[src/rtl/fifo_uart_tx.sv]
// fifo_uart_tx: pops words from an upstream FIFO and sends them as 8N1-style UART frames.
// Optional even parity bit between payload and stop bit when FIFO_UART_TX_PARITY_EN is defined.
// Frame: start(0), DATA_W payload bits LSB first, [parity], stop(1); each CLKS_PER_BIT cycles.
module fifo_uart_tx #(
    parameter int unsigned CLKS_PER_BIT = 868,
    parameter int unsigned DATA_W       = 8
) (
    input  logic              clk,
    input  logic              rst,
    input  logic              en,
    input  logic              fifo_empty,
    input  logic [DATA_W-1:0] fifo_data,
    output logic              fifo_rd,
    output logic              tx,
    output logic              busy,
    output logic [15:0]       frame_cnt
);

    localparam int unsigned CNT_W = $clog2(CLKS_PER_BIT);
    localparam int unsigned IDX_W = (DATA_W > 1) ? $clog2(DATA_W) : 1;
    localparam logic [CNT_W-1:0] BAUD_LAST = CNT_W'(CLKS_PER_BIT - 1);
    localparam logic [IDX_W-1:0] IDX_LAST  = IDX_W'(DATA_W - 1);

    typedef enum logic [2:0] {
        IDLE,
        POP,
        LOAD,
        START,
        DATA,
`ifdef FIFO_UART_TX_PARITY_EN
        PARITY,
`endif
        STOP
    } state_t;

    state_t            state_q, state_d;
    logic [CNT_W-1:0]  baud_q, baud_d;
    logic [IDX_W-1:0]  idx_q, idx_d;
    logic [DATA_W-1:0] shift_q, shift_d;
    logic              tx_d;
    logic              baud_last;
    logic              frame_done;

    assign baud_last = (baud_q == BAUD_LAST);

    // Strobe and status decoded purely from registered state.
    assign fifo_rd = (state_q == POP);
    assign busy    = (state_q != IDLE);

`ifdef FIFO_UART_TX_PARITY_EN
    logic parity_q;

    // Even parity of the word captured alongside the shift register.
    always_ff @(posedge clk or posedge rst) begin
        if (rst) begin
            parity_q <= 1'b0;
        end else if (state_q == LOAD) begin
            parity_q <= ^fifo_data;
        end
    end
`endif

    // Next-state, baud/bit counters and shift register update.
    always_comb begin
        state_d    = state_q;
        baud_d     = '0;
        idx_d      = idx_q;
        shift_d    = shift_q;
        frame_done = 1'b0;
        case (state_q)
            IDLE: begin
                if (en && !fifo_empty) state_d = POP;
            end
            POP: begin
                state_d = LOAD;
            end
            LOAD: begin
                shift_d = fifo_data;
                idx_d   = '0;
                state_d = START;
            end
            START: begin
                if (baud_last) state_d = DATA;
                else           baud_d  = baud_q + 1'b1;
            end
            DATA: begin
                if (baud_last) begin
                    if (idx_q == IDX_LAST) begin
`ifdef FIFO_UART_TX_PARITY_EN
                        state_d = PARITY;
`else
                        state_d = STOP;
`endif
                    end else begin
                        idx_d   = idx_q + 1'b1;
                        shift_d = shift_q >> 1;
                    end
                end else begin
                    baud_d = baud_q + 1'b1;
                end
            end
`ifdef FIFO_UART_TX_PARITY_EN
            PARITY: begin
                if (baud_last) state_d = STOP;
                else           baud_d  = baud_q + 1'b1;
            end
`endif
            STOP: begin
                if (baud_last) begin
                    state_d    = IDLE;
                    frame_done = 1'b1;
                end else begin
                    baud_d = baud_q + 1'b1;
                end
            end
            default: state_d = IDLE;
        endcase
    end

    // Line level for the upcoming cycle, registered so tx is glitch-free.
    always_comb begin
        tx_d = 1'b1;
        case (state_d)
            START:  tx_d = 1'b0;
            DATA:   tx_d = shift_d[0];
`ifdef FIFO_UART_TX_PARITY_EN
            PARITY: tx_d = parity_q;
`endif
            default: tx_d = 1'b1;
        endcase
    end

    // State, counters, shift register and registered line output.
    always_ff @(posedge clk or posedge rst) begin
        if (rst) begin
            state_q <= IDLE;
            baud_q  <= '0;
            idx_q   <= '0;
            shift_q <= '0;
            tx      <= 1'b1;
        end else begin
            state_q <= state_d;
            baud_q  <= baud_d;
            idx_q   <= idx_d;
            shift_q <= shift_d;
            tx      <= tx_d;
        end
    end

    // Completed-frame counter, wraps naturally at 16 bits.
    always_ff @(posedge clk or posedge rst) begin
        if (rst) begin
            frame_cnt <= 16'd0;
        end else if (frame_done) begin
            frame_cnt <= frame_cnt + 16'd1;
        end
    end

endmodule

[config.mk]
export PLATFORM = sky130hd
export DESIGN_NAME = fifo_uart_tx
export DESIGN_NICKNAME = d
export VERILOG_FILES = /design/src/rtl/fifo_uart_tx.sv
export SDC_FILE = /design/constraint.sdc
export NUM_CORES = 1
export LEC_CHECK = 0
export CAP_MARGIN = 15
export CORE_UTILIZATION = 30
export DETAILED_ROUTE_END_ITERATION = 6
export GPL_TIMING_DRIVEN = 0
export HOLD_SLACK_MARGIN = 0.12
export PLACE_DENSITY = 0.53
export SKIP_LAST_GASP = 1
export SLEW_MARGIN = 20
export SYNTH_ARGS = -nofsm -noshare
export SYNTH_HDL_FRONTEND = slang
export SYNTH_SLANG_ARGS = --single-unit
[constraint.sdc]
create_clock -name clk -period 2 [get_ports clk]
set_clock_uncertainty 0.2 [all_clocks]
set_input_delay 0.4 -clock clk [delete_from_list [all_inputs] [get_ports clk]]
set_output_delay 0.4 -clock clk [all_outputs]
set_load 0.005 [all_outputs]
Word-level counts from Yosys, hierarchy flattened
Cells that the tools add are included.
W data, S select, Z words.
- register bits after elaboration: 41
- input bits: 12
- output and inout bits: 19
- word-level logic and storage cells: 45
- $add $sub $neg: 3
- eq/ne operators: 11
- muxes and demuxes: 17
- reductions and logical operators: 7
- operators by type and width (cell ; count):
    $mux W3 ; 7
    $mux W10 ; 2
    $pmux W3 S6 ; 1
    $add A16 B1 Y16 const B ; 1
    $mux W8 ; 2
    $pmux W8 S2 ; 1
    $eq A3 B3 Y1 const B ; 4
    $add A10 B1 Y10 const B ; 1
    $eq A10 B10 Y1 const B ; 1
    $eq A3 B2 Y1 const B ; 3
    $pmux W3 S2 ; 1
    $ne A2 B2 Y1 const B ; 2
    $add A3 B1 Y3 const B ; 1
    $eq A3 B1 Y1 const B ; 1
    $logic_not A3 Y1 ; 1
    $reduce_and A3 Y1 ; 1
    $reduce_bool A3 Y1 ; 1
    $reduce_or A3 Y1 ; 1
    $mux W1 ; 2
    $pmux W1 S2 ; 1
    $reduce_bool A2 Y1 ; 1
    $logic_and A1 B1 Y1 ; 1
    $logic_not A1 Y1 ; 1

Depth between registers and ports, before layout
Gate-level depths: netlist (run 1).
- word-level depth: 6
- mapped depth: 8
- gate-level depth less buffers: 6

Worst setup path after synthesis (run 1)
OpenSTA, ideal clock, no wires.
- kind: register to register
- start point: reg idx_q[0]
- end point: reg idx_q[0]
- arrival time: 1.636 ns
- required time: 1.675 ns
- slack: 0.040 ns
- cell stages (with the launch flop): 8
- buffers on the path: 1
- period minus slack after synthesis: 1.960 ns
- cells stage by stage: dfrtp_1 ha_1 ha_1 nor4b_1 and4_1 buf_6 nor2_2 mux2_2
- cells in the longest elaborated chain, start to end: 4
- ends and longest elaborated chain (what ; line ; text):
    from (decl) ; 38 ; logic [IDX_W-1:0] idx_q, idx_d;
    from (signal assigned) ; 144 ; idx_q <= idx_d;
    $add A3 B1 Y3 ; 95 ; idx_d = idx_q + 1'b1;
    $mux W3 ; 88 ; if (idx_q == IDX_LAST) begin
    $mux W3 ; 87 ; if (baud_last) begin
    $pmux W3 S2 ; 70 ; case (state_q)
Parallel ways exist; a longest one is shown, timed or not. The select of a mux whose other input is x is not followed.
A chain may end at the register's enable or synchronous reset.

Final worst setup path (run 1)
- start point: reg baud_q[1]
- end point: reg shift_q[1]
- cells in the longest elaborated chain, start to end: 3
- ends and longest elaborated chain (what ; line ; text):
    from (decl) ; 37 ; logic [CNT_W-1:0] baud_q, baud_d;
    from (signal assigned) ; 143 ; baud_q <= baud_d;
    $eq A10 B10 Y1 ; 44 ; assign baud_last = (baud_q == BAUD_LAST);
    $ne A2 B2 Y1 (no line) ; - ;
    $reduce_and A3 Y1 (no line) ; - ;
    to (signal assigned) ; 145 ; shift_q <= shift_d;
    to (decl) ; 39 ; logic [DATA_W-1:0] shift_q, shift_d;
Every way passes these cells.

==> results of run 1 <==
[logic make-up after synthesis]
kind of cell               Yosys count  share of synthesized area
AOI/OAI and AO/OA                   22                     0.0790
xor gates and xnor gates            23                     0.0979
adders and majority gates            4                     0.0243
buffers and inverters               16                     0.0462
DFF                                 41                      0.499
muxes                                5                     0.0255
and+or+nand+nor                     73                      0.228
[critical path, cell delays in order (launching register included)]
cell	delay, ns
dfrtp_1	0.40
ha_2	0.20
nor3b_4	0.15
buf_6	0.13
and4_1	0.19
buf_6	0.13
buf_6	0.13
a22o_1	0.18
a21o_1	0.15
[routing by layer]
layer	wire, um	track usage	vias up
met5	0	0	-
met4	74	0.0601	0
met3	138	0.0360	6
met2	1840	0.210	28
met1	1940	0.155	726
li1	-	-	749
[placed cells by master, fill, tap and decap left out, drive strengths merged, types with 2 or more instances in the layout]
cell type / count
dfrtp: 40
clkdlybuf4s50: 28
buf: 17
xor2: 14
nor2: 13
nand4: 10
clkbuf: 10
xnor2: 9
nand3: 8
nand2: 8
nor3: 6
a22o: 6
a21o: 6
inv: 6
and4: 5
and3: 4
nor3b: 4
ha: 4
nand2b: 3
mux2i: 3
nor4: 2
o21ai: 2
a21oi: 2
nor2b: 2
clkinv: 2
and2: 2
mux2: 2
[sequential cells by signal, indices dropped and copies added (netlist names)]
name / count
shift_q: 8
frame_cnt: 16
baud_q: 10
tx: 1
idx_q: 3
state_q: 3
[power breakdown]
part           leakage [nW]  internal [W]  switching [W]
clock network        0.0450      0.000242       0.000281
registers             0.517      0.000836     0.00000426
logic                 0.645     0.0000312      0.0000242
total                  1.21       0.00111       0.000310
[per-stage QoR]
stage / std cells / utilization / total power [W]
after floorplan: 184 / - / 0.000876
after global placement: 291 / 0.378 / 0.000906
after detailed placement: 292 / 0.381 / 0.000911
after CTS: 305 / 0.405 / 0.00144
after global routing: 309 / 0.416 / 0.00149
final: 309 / 0.416 / 0.00142
[layout make-up]
cell class	instances	area share
Timing Repair Buffer	41	0.145
Multi-Input combinational cell	127	0.370
Tap cell	77	0.0356
Clock buffer	6	0.0268
Clock inverter	2	0.00370
Buffer	9	0.0301
Inverter	6	0.00833
Sequential cell	41	0.380
[how the worst max path moves through the flow]
stage | to | slack [ns] | cells past startpoint
2_1_floorplan | idx_q[0] | 0.04 | 7
3_3_place_gp | state_q[0] | -0.49 | 2
3_5_place_dp | tx | -0.18 | 7
4_1_cts | busy | -0.12 | 3
5_1_grt | shift_q[1] | -0.03 | 8
6_report | shift_q[1] | 0.03 | 8
[timing repair]
item,in CTS,in global routing
pin swaps,3,3
endpoints found under the setup margin,20,9
buffers inserted,5,5
resized for setup,12,10
==> flow_summary.json, run 1 <==
{
  "syn_nets": 200,
  "synth_warnings": 0,
  "fmax_mhz": 508,
  "crit_type": "register to register",
  "die_w_um": 84.8,
  "ios": 31,
  "wl_per_cell_um": 12.9,
  "layout-drive-gt1-share": 0.207,
  "vias": 1509,
  "grt_pass1_vias": 1544,
  "ctsHoldBuffers": 0,
  "grt_usage": 0.128,
  "async_reset_ff_frac": 1.00,
  "cts_buffer_depth": 2,
  "arrival_ns": 1.95,
  "syn_area_per_cell_um2": 11.2,
  "period_share": 0.985,
  "h-tree-depth": 2,
  "hold_slack_ns": 0.197,
  "route.detailed.drc": 3,
  "slew_viol_final": 0,
  "die_area_mm2": 0.00720,
  "critical_path_required_ns": 1.98,
  "r2r-start": "baud_q[1]",
  "area_growth_pct": 31.4,
  "p_per_area_mw_per_mm2": 525,
  "vias_per_cell": 4.88,
  "tritoncts": "yes",
  "rsz0062_at_grt": "yes",
  "wl_um": 3990,
  "crit_fanout": 10,
  "path_clk_slew_ns": 0.08,
  "status": "finished, violations left",
  "cts_inserted_buffers": 5,
  "ys_ff_latch": 41,
  "synth_edf_count": 0,
  "cap_viol_max_count": 0,
  "fillers": 627,
  "postPlaceCellArea_mm2": 0.00247,
  "worstMarginPinSlew_ns": 0.394,
  "root_buffer": "clkbuf_8",
  "synthTopCellsByCount": "40 x dfrtp_1, 14 x xor2_1, 12 x nor2_1, 9 x nand4_1, 9 x xnor2_1",
  "hold_viol": 0,
  "reg2regPathDepth": 8,
  "fin_crit_ns": 1.97,
  "netlist_top_cells_area": "dfrtp_1 49%, xor2_1 6.0%, xnor2_1 3.8%",
  "violations": "DRC",
  "setup_viol": 0,
  "p_leak_nw": 1.21,
  "grt_pass1_wl_um": 7160,
  "yosysMostFrequentCell": "dfrtp_1",
  "dp_worst_setup_slack_ns": -0.183,
  "maxSlewHeadroom": 0.736,
  "fin_setup_tns_ns": 0,
  "final_nets": 247,
  "r2r_slack_ns": 0.03,
  "netlist.area_leader.share": 0.486,
  "antennaDiodeCount": 0,
  "syn_area_mm2": 0.00206,
  "worst_slack_ns": 0.0302,
  "core_area_mm2": 0.00649,
  "antenna_found_initial": 0,
  "first_pass_iters": 6,
  "grt_max_degree": 26,
  "placementRows": 29,
  "synth_top_cell_by_area": "dfrtp_1",
  "post-dp-hpwl_um": 2770,
  "initial_utilization": 0.317,
  "startpoint": "baud_q[1]",
  "drt-initial-drc-count": 89,
  "io_buffers": 30,
  "seq_area_mm2": 0.00103,
  "ys_seq_area_frac": 0.499,
  "cts_sinks": 41,
  "multi_input_area_mm2": 0.00100,
  "die_h_um": 84.8,
  "worstSetupStartpointType": "register",
  "crit_path_end_kind": "register",
  "stdcell_area_mm2": 0.00270,
  "r2r-end": "shift_q[1]",
  "peakVddDrop_v": 0.000310,
  "gp_congestion": 0.810,
  "min_path_type": "input pin to asynchronous set/reset pin",
  "detail-route-antenna-nets": 0,
  "synth_cells": 184,
  "clk_latency_ns": 0.29,
  "ys_types": 49,
  "ys_dominant_reg_cell": "dfrtp_1",
  "grt_overflow_total": 0
}
No activity file was read; power rests on OpenSTA's default activity.
==> run 2, diff against run 1 <==
--- a/config.mk
+++ b/config.mk
@@ -6,11 +6,12 @@
 export NUM_CORES = 1
 export LEC_CHECK = 0
 export CAP_MARGIN = 15
-export CORE_UTILIZATION = 30
+export CORE_UTILIZATION = 45
 export DETAILED_ROUTE_END_ITERATION = 6
 export GPL_TIMING_DRIVEN = 0
 export HOLD_SLACK_MARGIN = 0.12
-export PLACE_DENSITY = 0.53
+export PLACE_DENSITY = 0.73
+export SKIP_CTS_REPAIR_TIMING = 1
 export SKIP_LAST_GASP = 1
 export SLEW_MARGIN = 20
 export SYNTH_ARGS = -nofsm -noshare
==> run 2 against run 1 <==
The flow finishes with violations (setup timing). Sequential power barely moved. Wire length fell by 2.6%. Critical path depth fell by 5. Maximum frequency fell by 3.4%. Sequential share of layout area rose by 0.61 points. Worst hold slack got worse by 0.0018 ns. Total power rose by 0.15%. Die area fell by 33%. Combinational power barely moved. Cell count fell by 9.4%. Global-route usage rose by 3.6 points.
==> flow_summary.json, run 2 (synthesis results as in run 1) <==
{
  "grt_pass1_vias": 1375,
  "core_area_mm2": 0.00438,
  "antenna_found_initial": 0,
  "peakVddDrop_v": 0.000381,
  "grt_pass1_wl_um": 6280,
  "die_w_um": 69.6,
  "wl_per_cell_um": 13.9,
  "worstMarginPinSlew_ns": 0.382,
  "r2r-end": "tx",
  "vias": 1483,
  "layout-drive-gt1-share": 0.197,
  "final_common_cell": "dfrtp_1",
  "cts_buffer_depth": 2,
  "final_nets": 243,
  "post-dp-hpwl_um": 2610,
  "wl_um": 3890,
  "p_per_area_mw_per_mm2": 534,
  "r2r_slack_ns": 0.02,
  "cap_viol_max_count": 0,
  "fillers": 380,
  "grt_max_degree": 26,
  "fin_cells": 280,
  "critical_path_required_ns": 1.40,
  "drt-initial-drc-count": 84,
  "cts_sinks": 41,
  "use_met2": 0.238,
  "slew_viol_final": 0,
  "placementRows": 24,
  "first_pass_iters": 4,
  "arrival_ns": 1.44,
  "rsz0062_at_grt": "yes",
  "grt_usage": 0.163,
  "grt.busiest_layer": "met2",
  "fin_crit_ns": 2.04,
  "die_h_um": 69.6,
  "ios": 31,
  "root_buffer": "clkbuf_8",
  "use_met1": 0.224,
  "crit_type": "register to output pin",
  "area_growth_pct": 29.3,
  "dp.cells": 267,
  "worst_slack_ns": -0.0386,
  "clk_latency_ns": 0.30,
  "top_regs": "frame_cnt x16, baud_q x10, shift_q x8",
  "final_cell_mix": "40 x dfrtp_1, 28 x clkdlybuf4s50_1, 14 x xor2_1",
  "cts_inserted_buffers": 5,
  "initial_utilization": 0.469,
  "hold_viol": 0,
  "fin_setup_tns_ns": -0.0386,
  "violations": "setup timing",
  "grt_overflow_total": 0,
  "status": "finished, violations left",
  "route.detailed.drc": 0,
  "min_path_type": "input pin to asynchronous set/reset pin",
  "fmax_mhz": 491,
  "reg2regPathDepth": 7,
  "worstSetupStartpointType": "register",
  "crit_path_end_kind": "output pin",
  "tritoncts": "yes",
  "grt_util_met3": 0.0451,
  "regMostFlops": "frame_cnt",
  "r2r-start": "idx_q[0]",
  "period_share": 1.02,
  "maxSlewHeadroom": 0.745,
  "h-tree-depth": 2,
  "path_clk_slew_ns": 0.08,
  "setup_viol": 1,
  "die_area_mm2": 0.00485,
  "detail-route-antenna-nets": 0,
  "largest_reg_flops": 16,
  "io_buffers": 30,
  "crit_fanout": 10,
  "vias_per_cell": 5.30,
  "p_leak_nw": 1.25,
  "antennaDiodeCount": 0,
  "gp_congestion": 0.841
}
run 2: cell types whose count changed in the layout (fill, tap and decap cells not counted), sizes merged:
cell          change
buf               -5
dlymetal6s2s      +2
clkbuf            -1
dlygate4sd2       -1
nand4             +1
run 2: area by class of cell:
class                   count  area (um^2)  area share
multi-input cells         128         1030       0.388
flip-flops and latches     41         1030       0.386
repair buffers             35          355       0.134
plain buffers              10         76.3      0.0287
clock buffers               6         72.6      0.0273
well taps                  52         65.1      0.0244
inverters                   6         22.5     0.00846
clock inverters             2         10.0     0.00376
run 2: critical path, cell delays in order (launching register included):
cell and delay, ns:
dfrtp_1 0.41, clkbuf_4 0.19, or3_1 0.38, dlymetal6s2s_1 0.16
run 2: worst max-delay path by stage:
stage / from / endpoint / slack, ns
floorplan: idx_q[0] / idx_q[0] / 0.04
global placement: rst / baud_q[8] / -0.41
detailed placement: idx_q[0] / tx / -0.17
CTS: state_q[2] / busy / -0.32
global route: idx_q[0] / idx_q[0] / -0.08
finish: state_q[1] / busy / -0.04
run 2: per-stage QoR:
step | area, um^2 | setup WS, ns | power [W] | hold WS (ns) | util
final | 2660 | -0.0386 | 0.00142 | 0.195 | 0.607
after global routing | 2660 | -0.0808 | 0.00148 | 0.231 | 0.607
after CTS | 2530 | -0.319 | 0.00144 | 0.203 | 0.576
after detailed placement | 2440 | -0.173 | 0.000910 | 0.260 | 0.557
after global placement | 2420 | -0.415 | 0.000904 | 0.254 | 0.553
after floorplan | 2060 | 0.0395 | 0.000876 | 0.248 | -
run 2: power breakdown:
| part | switching, W | total (W) | internal, W | leakage [nW] |
|---|---|---|---|---|
| logic | 0.0000241 | 0.0000553 | 0.0000312 | 0.692 |
| registers | 0.00000395 | 0.000841 | 0.000837 | 0.517 |
| clock network | 0.000284 | 0.000526 | 0.000242 | 0.0450 |
| total | 0.000312 | 0.00142 | 0.00111 | 1.25 |
run 2: per-layer routing:
metal / vias up / wire (um)
met2: 31 / 1740
met3: 5 / 145
li1: 735 / -
met5: - / 0
met1: 712 / 1940
met4: 0 / 70
==> run 3, diff against run 2 <==
--- a/config.mk
+++ b/config.mk
@@ -6,6 +6,7 @@
 export NUM_CORES = 1
 export LEC_CHECK = 0
 export CAP_MARGIN = 15
+export CORE_MARGIN = 10
 export CORE_UTILIZATION = 45
 export DETAILED_ROUTE_END_ITERATION = 6
 export GPL_TIMING_DRIVEN = 0
==> constraint.sdc (replaced) <==
create_clock -name clk -period 2 [get_ports clk]
set_clock_uncertainty 0.2 [all_clocks]
set_input_delay 0.3 -clock clk [delete_from_list [all_inputs] [get_ports clk]]
set_output_delay 0.3 -clock clk [all_outputs]
set_load 0.1 [all_outputs]
==> run 3 against run 2 <==
Worst hold slack better by 0.080 ns. Cell area up 2.5%. The run still ends with setup timing left. Cell count up 1.8%. Combinational power up 5.6%.
==> flow_summary.json, run 3 (synthesis results as in run 1) <==
{
  "largest_reg_flops": 16,
  "stdcell_area_mm2": 0.00273,
  "root_buffer": "clkbuf_8",
  "p_per_area_mw_per_mm2": 533,
  "antennaDiodeCount": 0,
  "layout-drive-gt1-share": 0.288,
  "die_w_um": 87.6,
  "holdPathStages": 1,
  "clk_latency_ns": 0.28,
  "area_growth_pct": 32.5,
  "reg2regPathDepth": 7,
  "gp_congestion": 0.792,
  "route.detailed.drc": 0,
  "maxSlewHeadroom": 0.351,
  "final_cell_mix": "29 x dfrtp_1, 14 x xor2_1, 12 x nor2_1",
  "min_path_type": "register to register",
  "postPlaceCellArea_mm2": 0.00247,
  "crit_fanout": 10,
  "crit_path_end_kind": "output pin",
  "status": "finished, violations left",
  "hold_slack_ns": 0.275,
  "cap_viol_max_count": 0,
  "regMostFlops": "frame_cnt",
  "switching_share": 0.208,
  "grt_max_degree": 29,
  "worstMarginPinSlew_ns": 0.973,
  "grt_overflow_total": 0,
  "violations": "setup timing",
  "hold_viol": 0,
  "critical_path_required_ns": 1.50,
  "hp-start": "frame_cnt[15]",
  "period_share": 1.07,
  "top_regs": "frame_cnt x16, baud_q x10, shift_q x8",
  "clkPwrFrac": 0.382,
  "grt_usage": 0.111,
  "fillers": 361,
  "initial_utilization": 0.469,
  "min_to": "frame_cnt[15]",
  "cts_sinks": 41,
  "seq_area_mm2": 0.00104,
  "switchingPower_w": 0.000303,
  "multi_input_area_mm2": 0.00103,
  "peakVddDrop_v": 0.000431,
  "wl_per_cell_um": 15.4,
  "r2r_slack_ns": -0.03,
  "final_common_cell": "dfrtp_1",
  "setup_viol": 4,
  "die_h_um": 87.6,
  "worstSetupStartpointType": "register",
  "r2r-end": "tx",
  "first_pass_iters": 4,
  "antenna_found_initial": 0,
  "combPwrFrac": 0.040,
  "arrival_ns": 1.64,
  "h-tree-depth": 2,
  "vias_per_cell": 5.51,
  "grt_pass1_vias": 1462,
  "drt-initial-drc-count": 59,
  "cts_inserted_buffers": 5,
  "p_seq_frac": 0.578,
  "crit_type": "register to output pin",
  "detail-route-antenna-nets": 0,
  "path_clk_slew_ns": 0.08,
  "cts_buffer_depth": 2,
  "tritoncts": "yes",
  "grt_pass1_wl_um": 7050,
  "final_nets": 248,
  "total_power_w": 0.00145,
  "ios": 31,
  "fin_crit_ns": 2.14,
  "slew_viol_final": 0,
  "core_area_mm2": 0.00438,
  "p_leak_nw": 1.40,
  "fmax_mhz": 468,
  "worst_slack_ns": -0.137,
  "r2r-start": "idx_q[1]",
  "vias": 1569,
  "post-dp-hpwl_um": 2990,
  "placementRows": 24,
  "p_int_w": 0.00115,
  "die_area_mm2": 0.00768,
  "wl_um": 4380,
  "rsz0062_at_grt": "yes",
  "io_buffers": 30
}
run 3: critical path, stage by stage, from the launching register on:
cell and delay, ns:
dfrtp_1 0.40, buf_2 0.20, or3_1 0.38, clkbuf_2 0.38
run 3: through the flow:
step / setup TNS (ns) / cells / setup WS [ns] / utilization
floorplan: 0 / 184 / 0.0313 / -
finish: -0.177 / 285 / -0.137 / 0.622
global route: -0.733 / 285 / -0.210 / 0.622
CTS: -8.79 / 275 / -0.870 / 0.584
detailed placement: -2.41 / 267 / -0.543 / 0.563
global placement: -16.85 / 266 / -0.525 / 0.559
run 3: final cells by class:
| type | count | share of cell area |
|---|---|---|
| clock buffer | 8 | 0.0330 |
| timing repair buffer | 41 | 0.147 |
| tap | 52 | 0.0239 |
| sequential | 41 | 0.382 |
| inverter | 6 | 0.00826 |
| multi-input combinational | 128 | 0.378 |
| buffer | 9 | 0.0280 |
run 3: worst max-delay path by stage:
| stage | startpoint | end | slack, ns | depth (start not counted) |
|---|---|---|---|---|
| 4_1_cts | state_q[2] | busy | -0.87 | 3 |
| 5_1_grt | state_q[1] | busy | -0.21 | 3 |
| 3_3_place_gp | state_q[2] | busy | -0.52 | 3 |
| 2_1_floorplan | frame_cnt[3] | frame_cnt[15] | 0.03 | 4 |
| 6_report | state_q[1] | busy | -0.14 | 3 |
| 3_5_place_dp | state_q[2] | busy | -0.54 | 3 |
run 3: power by group through the flow:
stage | registers (W) | clock network (W) | logic, W
floorplan | 0.000856 | 0 | 0.0000205
global placement | 0.000857 | 0 | 0.0000476
detailed placement | 0.000857 | 0 | 0.0000537
CTS | 0.000841 | 0.000575 | 0.0000537
global route | 0.000842 | 0.000607 | 0.0000647
finish | 0.000841 | 0.000555 | 0.0000584
run 3: layer usage:
| layer | global-route usage | vias up | wire length [um] |
|---|---|---|---|
| li1 | - | 751 | - |
| met1 | 0.147 | 777 | 2080 |
| met2 | 0.164 | 34 | 2050 |
| met3 | 0.0362 | 7 | 183 |
| met4 | 0.0435 | 0 | 64 |
| met5 | 0 | - | 0 |
